==> src/rtl/fpcvt_pkg.sv <==
// Shared types and width helpers for the serial fixed-to-float converter.
// Latency: n/a. Backpressure: n/a.
package fpcvt_pkg;

    localparam int FPCVT_E_W = 3;
    localparam int FPCVT_F_W = 4;

    typedef enum logic [1:0] {
        IDLE  = 2'd0,
        NORM  = 2'd1,
        ROUND = 2'd2,
        DONE  = 2'd3
    } state_t;

    function automatic int calc_emax(input int e_w);
        return (1 << e_w) - 1;
    endfunction

    function automatic int calc_dw(input int e_w, input int f_w);
        return f_w + (1 << e_w);
    endfunction

    // Field widths follow the package widths; the top defaults to these.
    typedef struct packed {
        logic                 s;
        logic [FPCVT_E_W-1:0] e;
        logic [FPCVT_F_W-1:0] f;
        logic                 sat;
    } res_t;

endpackage

==> src/rtl/fpcvt_if.sv <==
// Sample-in / float-out handshake bundle for fpcvt_seq.
// Latency: n/a. Backpressure: valid/ready on both sides.
interface fpcvt_if #(
    parameter int E_W = 3,
    parameter int F_W = 4
);
    localparam int D_W = fpcvt_pkg::calc_dw(E_W, F_W);

    logic           in_valid;
    logic           in_ready;
    logic [D_W-1:0] d;
    logic           out_valid;
    logic           out_ready;
    logic           s;
    logic [E_W-1:0] e;
    logic [F_W-1:0] f;
    logic           sat;

    modport master (
        output in_valid, d, out_ready,
        input  in_ready, out_valid, s, e, f, sat
    );

    modport slave (
        input  in_valid, d, out_ready,
        output in_ready, out_valid, s, e, f, sat
    );

endinterface

==> src/rtl/fpcvt_round.sv <==
// Rounds the normalised magnitude to F_W bits and saturates on exponent overflow.
// Latency: combinational. Backpressure: none. Rounding enabled by FPCVT_ROUND_EN.
module fpcvt_round
    import fpcvt_pkg::*;
#(
    parameter int E_W = FPCVT_E_W,
    parameter int F_W = FPCVT_F_W
) (
    input  logic [F_W:0]   mag_hi_i,
    input  logic [E_W-1:0] exp_i,
    input  logic           sat_i,
    output logic [F_W-1:0] frac_o,
    output logic [E_W-1:0] exp_o,
    output logic           sat_o
);

    localparam int EMAX = calc_emax(E_W);

`ifdef FPCVT_ROUND_EN
    logic [F_W:0] sum;

    always_comb begin
        sum    = {1'b0, mag_hi_i[F_W:1]} + {{F_W{1'b0}}, mag_hi_i[0]};
        frac_o = sum[F_W-1:0];
        exp_o  = exp_i;
        sat_o  = sat_i;
        if (sum[F_W]) begin
            if (exp_i == E_W'(EMAX)) begin
                exp_o  = E_W'(EMAX);
                frac_o = '1;
                sat_o  = 1'b1;
            end else begin
                exp_o  = exp_i + 1'b1;
                frac_o = {1'b1, {(F_W-1){1'b0}}};
            end
        end
    end
`else
    logic unused_rbit;

    assign unused_rbit = mag_hi_i[0];

    always_comb begin
        frac_o = mag_hi_i[F_W:1];
        exp_o  = exp_i;
        sat_o  = sat_i;
    end
`endif

endmodule

==> src/rtl/fpcvt_seq.sv <==
// Serial fixed-to-float converter: one normalising left shift per clock, then a round step.
// Latency: k+2 cycles from accept (k = shifts, 0..EMAX). Backpressure: holds result while out_ready=0, in_ready=0 until handshake.
// FPCVT_ROUND_EN selects round-half-up; undefined gives truncation.
module fpcvt_seq
    import fpcvt_pkg::*;
#(
    parameter int E_W = FPCVT_E_W,
    parameter int F_W = FPCVT_F_W
) (
    input  logic   clk,
    input  logic   rst_n,
    fpcvt_if.slave io
);

    localparam int D_W  = calc_dw(E_W, F_W);
    localparam int M_W  = D_W - 1;
    localparam int EMAX = calc_emax(E_W);

    state_t         state_q, state_d;
    logic [M_W-1:0] mag_q, mag_d;
    logic [E_W-1:0] exp_q, exp_d;
    logic           sign_q, sign_d;
    logic           satp_q, satp_d;
    logic           in_ready_q, in_ready_d;
    logic           out_valid_q, out_valid_d;
    res_t           res_q, res_d;

    logic [D_W-1:0] d_neg;
    logic           d_is_min;
    logic [F_W-1:0] rnd_frac;
    logic [E_W-1:0] rnd_exp;
    logic           rnd_sat;

    fpcvt_round #(
        .E_W (E_W),
        .F_W (F_W)
    ) u_round (
        .mag_hi_i (mag_q[M_W-1 -: F_W+1]),
        .exp_i    (exp_q),
        .sat_i    (satp_q),
        .frac_o   (rnd_frac),
        .exp_o    (rnd_exp),
        .sat_o    (rnd_sat)
    );

    always_comb begin
        state_d     = state_q;
        mag_d       = mag_q;
        exp_d       = exp_q;
        sign_d      = sign_q;
        satp_d      = satp_q;
        in_ready_d  = in_ready_q;
        out_valid_d = out_valid_q;
        res_d       = res_q;
        d_neg       = -io.d;
        d_is_min    = (io.d == {1'b1, {(D_W-1){1'b0}}});

        unique case (state_q)
            IDLE: begin
                if (io.in_valid) begin
                    sign_d     = io.d[D_W-1];
                    mag_d      = io.d[D_W-1] ? d_neg[M_W-1:0] : io.d[M_W-1:0];
                    // -2^(D_W-1) has no M_W-bit magnitude; clamp and flag it.
                    if (d_is_min) begin
                        mag_d = '1;
                    end
                    satp_d     = d_is_min;
                    exp_d      = E_W'(EMAX);
                    in_ready_d = 1'b0;
                    state_d    = NORM;
                end
            end
            NORM: begin
                if (mag_q[M_W-1] || (exp_q == '0)) begin
                    state_d = ROUND;
                end else begin
                    mag_d = {mag_q[M_W-2:0], 1'b0};
                    exp_d = exp_q - 1'b1;
                end
            end
            ROUND: begin
                res_d.s     = sign_q;
                res_d.e     = rnd_exp;
                res_d.f     = rnd_frac;
                res_d.sat   = rnd_sat;
                out_valid_d = 1'b1;
                state_d     = DONE;
            end
            DONE: begin
                if (io.out_ready) begin
                    out_valid_d = 1'b0;
                    in_ready_d  = 1'b1;
                    state_d     = IDLE;
                end
            end
            default: state_d = IDLE;
        endcase
    end

    always_ff @(posedge clk or negedge rst_n) begin
        if (!rst_n) begin
            state_q     <= IDLE;
            mag_q       <= '0;
            exp_q       <= '0;
            sign_q      <= 1'b0;
            satp_q      <= 1'b0;
            in_ready_q  <= 1'b1;
            out_valid_q <= 1'b0;
            res_q       <= '0;
        end else begin
            state_q     <= state_d;
            mag_q       <= mag_d;
            exp_q       <= exp_d;
            sign_q      <= sign_d;
            satp_q      <= satp_d;
            in_ready_q  <= in_ready_d;
            out_valid_q <= out_valid_d;
            res_q       <= res_d;
        end
    end

    assign io.in_ready  = in_ready_q;
    assign io.out_valid = out_valid_q;
    assign io.s         = res_q.s;
    assign io.e         = res_q.e;
    assign io.f         = res_q.f;
    assign io.sat       = res_q.sat;

endmodule

==> src/flat_wrapper.sv <==
// flat-port wrapper written by rule: the top's interface ports become plain ports
module fpcvt_seq_flat import fpcvt_pkg::*;
#(
    parameter int E_W = FPCVT_E_W,
    parameter int F_W = FPCVT_F_W
)
  (clk, rst_n, io_in_valid, io_d, io_out_ready, io_in_ready, io_out_valid, io_s, io_e, io_f, io_sat);
  fpcvt_if #(.E_W(E_W), .F_W(F_W)) io_i ();
  input  logic clk;
  input  logic rst_n;
  input wire logic [$bits(io_i.in_valid)-1:0] io_in_valid;
  input wire logic [$bits(io_i.d)-1:0] io_d;
  input wire logic [$bits(io_i.out_ready)-1:0] io_out_ready;
  output wire logic [$bits(io_i.in_ready)-1:0] io_in_ready;
  output wire logic [$bits(io_i.out_valid)-1:0] io_out_valid;
  output wire logic [$bits(io_i.s)-1:0] io_s;
  output wire logic [$bits(io_i.e)-1:0] io_e;
  output wire logic [$bits(io_i.f)-1:0] io_f;
  output wire logic [$bits(io_i.sat)-1:0] io_sat;
  assign io_i.in_valid = io_in_valid;
  assign io_i.d = io_d;
  assign io_i.out_ready = io_out_ready;
  assign io_in_ready = io_i.in_ready;
  assign io_out_valid = io_i.out_valid;
  assign io_s = io_i.s;
  assign io_e = io_i.e;
  assign io_f = io_i.f;
  assign io_sat = io_i.sat;
  fpcvt_seq #(.E_W(E_W), .F_W(F_W)) u_core (.clk(clk), .rst_n(rst_n), .io(io_i));
endmodule
==> config.mk <==
export PLATFORM = sky130hd
export DESIGN_NAME = fpcvt_seq_flat
export DESIGN_NICKNAME = d
export VERILOG_FILES = /design/src/rtl/fpcvt_pkg.sv /design/src/rtl/fpcvt_if.sv /design/src/rtl/fpcvt_round.sv /design/src/rtl/fpcvt_seq.sv /design/src/flat_wrapper.sv
export SDC_FILE = /design/constraint.sdc
export NUM_CORES = 1
export LEC_CHECK = 0
export BUFFER_PORTS_ARGS = -buffer_cell sky130_fd_sc_hd__buf_2
export CAP_MARGIN = 5
export CELL_PAD_IN_SITES_DETAIL_PLACEMENT = 0
export CELL_PAD_IN_SITES_GLOBAL_PLACEMENT = 1
export CORE_ASPECT_RATIO = 1.1
export CORE_MARGIN = 2
export CORE_UTILIZATION = 25
export DETAILED_ROUTE_END_ITERATION = 16
export PLACE_DENSITY = 0.61
export SYNTH_ARGS = -nofsm -noshare
export SYNTH_HDL_FRONTEND = slang
export SYNTH_SLANG_ARGS = --single-unit
export TNS_END_PERCENT = 20
==> constraint.sdc <==
create_clock -name clk -period 2.6 [get_ports clk]
set_input_delay 0.39 -clock clk [delete_from_list [all_inputs] [get_ports clk]]
set_output_delay 0.39 -clock clk [all_outputs]
set_load 0.02 [all_outputs]
=== Word-level counts from Yosys, hierarchy flattened ===
Index checks and enable logic that the tools add are counted.

* Register bits: 29
* Output and inout bits: 11
* Logic and storage cells: 49

* $add $sub $neg: 2
* Eq/ne operators: 8
* Muxes and demuxes: 17
* Reduce and logical (&&, ||, !) cells: 11

{| class="wikitable"
|+ Operators by type and width
! cell !! number
|-
| two-way mux 11 bit || 4
|-
| case mux 11 bit (2 select lines) || 1
|-
| equality test 12 bit (second input constant) || 1
|-
| negation 11 bit || 1
|-
| AND reduction 3 bit || 3
|-
| case mux 2 bit (4 select lines) || 1
|-
| two-way mux 2 bit || 3
|-
| two-way mux 3 bit || 2
|-
| != test 2 bit (second input constant) || 3
|-
| case mux 3 bit (2 select lines) || 1
|-
| nonzero test 2 bit || 3
|-
| equality test 2 bit (second input constant) || 2
|-
| case mux 1 bit (2 select lines) || 2
|-
| AND reduction 2 bit || 2
|-
| zero test 3 bit || 1
|-
| two-way mux 1 bit || 3
|-
| subtractor 3 x 1 -> 3 bit (second input constant) || 1
|-
| equality test 2 x 1 -> 1 bit (second input constant) || 1
|-
| zero test 2 bit || 1
|-
| != test 2 x 1 -> 1 bit (second input constant) || 1
|-
| logical OR 1 bit || 1
|}

=== Longest topological paths before layout ===
* Depth in word-level cells: 5
* Mapped depth: 9
* Depth with buffers taken out: 7

=== Hierarchy ===
From an unflattened synthesis, not the netlist that was laid out.

* Cell total of the unflattened synthesis: 179
* Area, all modules: 1759.2 µm²

{| class="wikitable"
|+ By module, submodules not included
! module !! times used !! cells each !! area each (µm²) !! seq. area each (µm²)
|-
| fpcvt_seq || 1 || 171 || 1699.1 || 726.9
|-
| fpcvt_round || 1 || 8 || 60.1 || 0.0
|}

=== Worst setup path before layout ===
Ideal clock, no wire load.

* Path type: flip-flop to flip-flop
* Start: reg u_core.state_q[0]
* End: reg u_core.mag_q[7]
* Setup time: 104 ps
* Data arrival time: 1735 ps
* Path slack: 761 ps
* Cell stages (with the launch flop): 8
* Buffers on the path: 2
* Path through: dfrtp_1 inv_1 ha_1 mux2_2 and2_1 clkbuf_1 clkbuf_1 a221oi_1

* Longest elaborated chain between the ends: 3
* Elaborated cells on any way between the ends: 7
* Classes of those cells: 3 x eq/ne; 1 x mux; 3 x reduce/logical

{| class="wikitable"
|+ RTL lines
! what !! line !! source
|-
| start: declaration || fpcvt_seq.sv:19 || <nowiki>state_t state_q, state_d;</nowiki>
|-
| start signal: assignment || fpcvt_seq.sv:111 || <nowiki>state_q <= state_d;</nowiki>
|-
| equality test 2 x 1 -> 1 bit or zero test 2 bit (tied branches) || fpcvt_seq.sv:58 || <nowiki>unique case (state_q)</nowiki>
|-
| != test 2 bit (no line) or nonzero test 2 bit (tied branches) || n/a ||
|-
| AND reduction 3 bit (no line) || n/a ||
|-
| end signal: assignment || fpcvt_seq.sv:112 || <nowiki>mag_q <= mag_d;</nowiki>
|-
| end: declaration || fpcvt_seq.sv:20 || <nowiki>logic [M_W-1:0] mag_q, mag_d;</nowiki>
|}

Parallel ways exist; a longest one is shown, timed or not.
A chain may end at the register's enable or synchronous reset.

=== Worst setup path in the final report ===
* Start: reg u_core.state_q[1]
* End: reg u_core.mag_q[5]

The elaborated chain is that of the path after synthesis.

==> results.cfg <==
[logic_synthesis]
netlist.area_leader.share_pct = 43.9
synth_cells = 158
yosysUniqueCellTypes = 33
synth_top_cell_by_area = dfrtp_1
postSynthAreaPerCell_um2 = 10.1
syn-num-nets = 182
synth_seq_cells = 29
synth_area_leaders = dfrtp_1, mux2_2, ha_1, nor2_1, o21ai_0
synth_area_um2 = 1600
ys_seq_area_share_pct = 45.6
ys_warn_count = 0

[run_status]
outcome = completed

[final_layout]
drive_gt1_share_pct = 26.7
final_util_pct = 31.0
antenna_cells = 0
final_nets = 211
layout_common_cells = dfrtp_1, buf_2, nor2_1
syn_to_final_growth_pct = 19.5
final_common_cell = dfrtp_1

[clock_tree]
cts.sinks = 29
cts_tree = done
hold_buffers = 0
cts_buffer_depth = 2
ctsHtreeMaxLevel = 2
cts_inserted_buffers = 5
path_clk_slew_ps = 60
cts_setup_buffers = 0
root_buffer = clkbuf_8
cts-resized-gates = 0
clk_latency_ps = 280

[critical_path]
crit_end = u_core.mag_q[5]$_DFFE_PN0P_
slowest_delay_ps = 400
r2r_end = u_core.mag_q[5]$_DFFE_PN0P_
crit_fanout = 9
rr_worst_depth = 6
cp_cell_sequence = inv_1, ha_1, mux2_2, nand2_1, nor3_2, a221oi_1
worst-setup-path-type = reg -> reg
critPathLaunch = u_core.state_q[1]$_DFFE_PN0P_
crit_arrival_ps = 2060
cp-start-kind = flop
end_kind = flop
reg2reg_slack_ps = 680
required_ps = 2740
rr_startpoint = u_core.state_q[1]$_DFFE_PN0P_
critPathSlowestCell = dfrtp_1

[global_routing]
grt_pass1_wl_mm = 5.97
grt_pass1_vias = 1212
overflow = 0
track_usage_pct = 10.9
grt_max_degree = 30
antenna_found_initial = 0

[route]
via_per_inst = 4.67
drt-pass1-iter-count = 4
drc = 0
drt_wl_total_mm = 3.38
avgRoutedWirePerCell_um = 12.7
drt_iter0_drc = 76
ant_nets = 0
num_vias = 1247

[place]
place.gp.congestion = 0.747
port-buffer-count = 26
dpl.hpwl_mm = 2.55

[pwr]
p_sw_mw = 0.815
vdd_drop_max_v = 0.000280
power_mw = 2.07
p_leak_nw = 0.821
clkPwrFrac_pct = 17.9
powerDensity_nw_per_um2 = 1090
seq_power_share_pct = 36.5
p_sw_share_pct = 39.4
p_comb_share_pct = 45.5
internal-power_mw = 1.25

[sta]
holdWs_ps = 130
hold_viol = 0
finalCritPeriodShare_pct = 74.0
drv_slew = 0
rsz0062_at_grt = false
max_slew_margin_pct = 56.6
period_needed_ps = 1920
fmax_ghz = 0.520
fin_tns_setup_ps = 0
worst_pin_slew_ps = 651
clock_skew_ps = 2.56
finalSetupViolations = 0

[worst_hold_path]
hold_path.class = in -> async

[floorplan]
start_util_pct = 25.9
die_h_um = 87.8
dieArea_um2 = 7040
die_w_um = 80.2
core_region_area_um2 = 6160
rows = 30
io_pins = 27

[flow_run]
cap_violations = 0
==> synthesized netlist by cell type <==
cell type / instances
o2bb2ai_1: 1
or4_1: 2
o31ai_1: 2
o21ai_0: 11
nor2b_1: 5
nand4b_1: 4
dfstp_2: 1
nor4_1: 1
and3_1: 1
a31oi_1: 7
a222oi_1: 1
or4_4: 1
xnor2_1: 5
and2_1: 1
clkbuf_1: 6
mux2i_1: 1
a41oi_1: 1
mux2_2: 11
xor2_1: 3
nor3_2: 1
nand2_1: 7
a221oi_1: 5
buf_2: 1
ha_1: 8
nor4_4: 1
dfrtp_1: 28
a21oi_1: 8
nor3_1: 2
o41ai_1: 1
nor2_1: 17
o22ai_1: 1
nand2b_1: 2
inv_1: 11
==> per-stage QoR <==
step	std cells	instance area, um2	worst slack, ps
CTS	267	1910	619
detailed placement	260	1820	629
global route	267	1910	490
global placement	260	1820	629
floorplan	158	1600	761
finish	267	1910	677
==> critical path, delay by kind of cell (launching register included) <==
family	cells	cell delay, ps
AOI/OAI and AO/OA	1	150
and+or+nand+nor	2	500
buffers and inverters	1	120
adders and majority gates	1	360
DFF	1	400
muxes	1	250
==> power groups by stage <==
stage          Clock (mW)  Combinational [mW]  Sequential, mW
4_1_cts             0.382               0.962           0.761
6_report            0.370               0.942           0.756
5_1_grt             0.408                1.07           0.789
3_3_place_gp            0               0.952           0.765
2_1_floorplan           0               0.618           0.823
3_5_place_dp            0               0.954           0.768
==> sequential cells by signal (all words and copies together), names as in the netlist <==
name / count
u_core.sign_q: 1
u_core.satp_q: 1
u_core.io.f: 4
u_core.io.s: 1
u_core.io.in_ready: 1
u_core.state_q: 2
u_core.exp_q: 3
u_core.io.sat: 1
u_core.mag_q: 11
u_core.io.e: 3
u_core.io.out_valid: 1
==> layout make-up <==
cell class                      instances  area (um2)
Tap cell                               80         100
Clock buffer                            7        86.3
Sequential cell                        29         727
Timing Repair Buffer                   29         153
Inverter                               11        41.3
Fill cell                             691        4250
Multi-Input combinational cell        111         800
==> metal layers <==
layer  wire [um]  vias to the layer above  GRT usage [%]
li1            -                      626              -
met1        1700                      592           14.7
met2        1490                       23           16.6
met3         126                        6           3.09
met4          65                        0           4.16
met5           0                        -              0
==> kinds of logic (layout without fill, tap and decap cells) <==
group           after synthesis  in the layout  share of synthesized area (%)
buf+inv                      18             47                           4.31
simple gates                 45             45                           16.0
xor+xnor                      8              8                           4.39
compound gates               38             38                           15.1
mux                          12             12                           8.39
flops                        29             29                           45.6
fa+ha+maj                     8              8                           6.27
==> worst min path at each step <==
| stage | start | endpoint | slack, ps | cells after the start |
|---|---|---|---|---|
| floorplan | rst_n | u_core.exp_q[0]$_DFFE_PN0P_ | 90 | 0 |
| global placement | u_core.mag_q[0]$_DFFE_PN0P_ | u_core.mag_q[0]$_DFFE_PN0P_ | 460 | 2 |
| detailed placement | rst_n | u_core.io.out_valid$_DFFE_PN0P_ | 460 | 1 |
| CTS | rst_n | u_core.io.out_valid$_DFFE_PN0P_ | 170 | 1 |
| global route | rst_n | u_core.io.out_valid$_DFFE_PN0P_ | 190 | 1 |
| finish | rst_n | u_core.io.out_valid$_DFFE_PN0P_ | 130 | 1 |
Power figures use the tool's default switching activity.
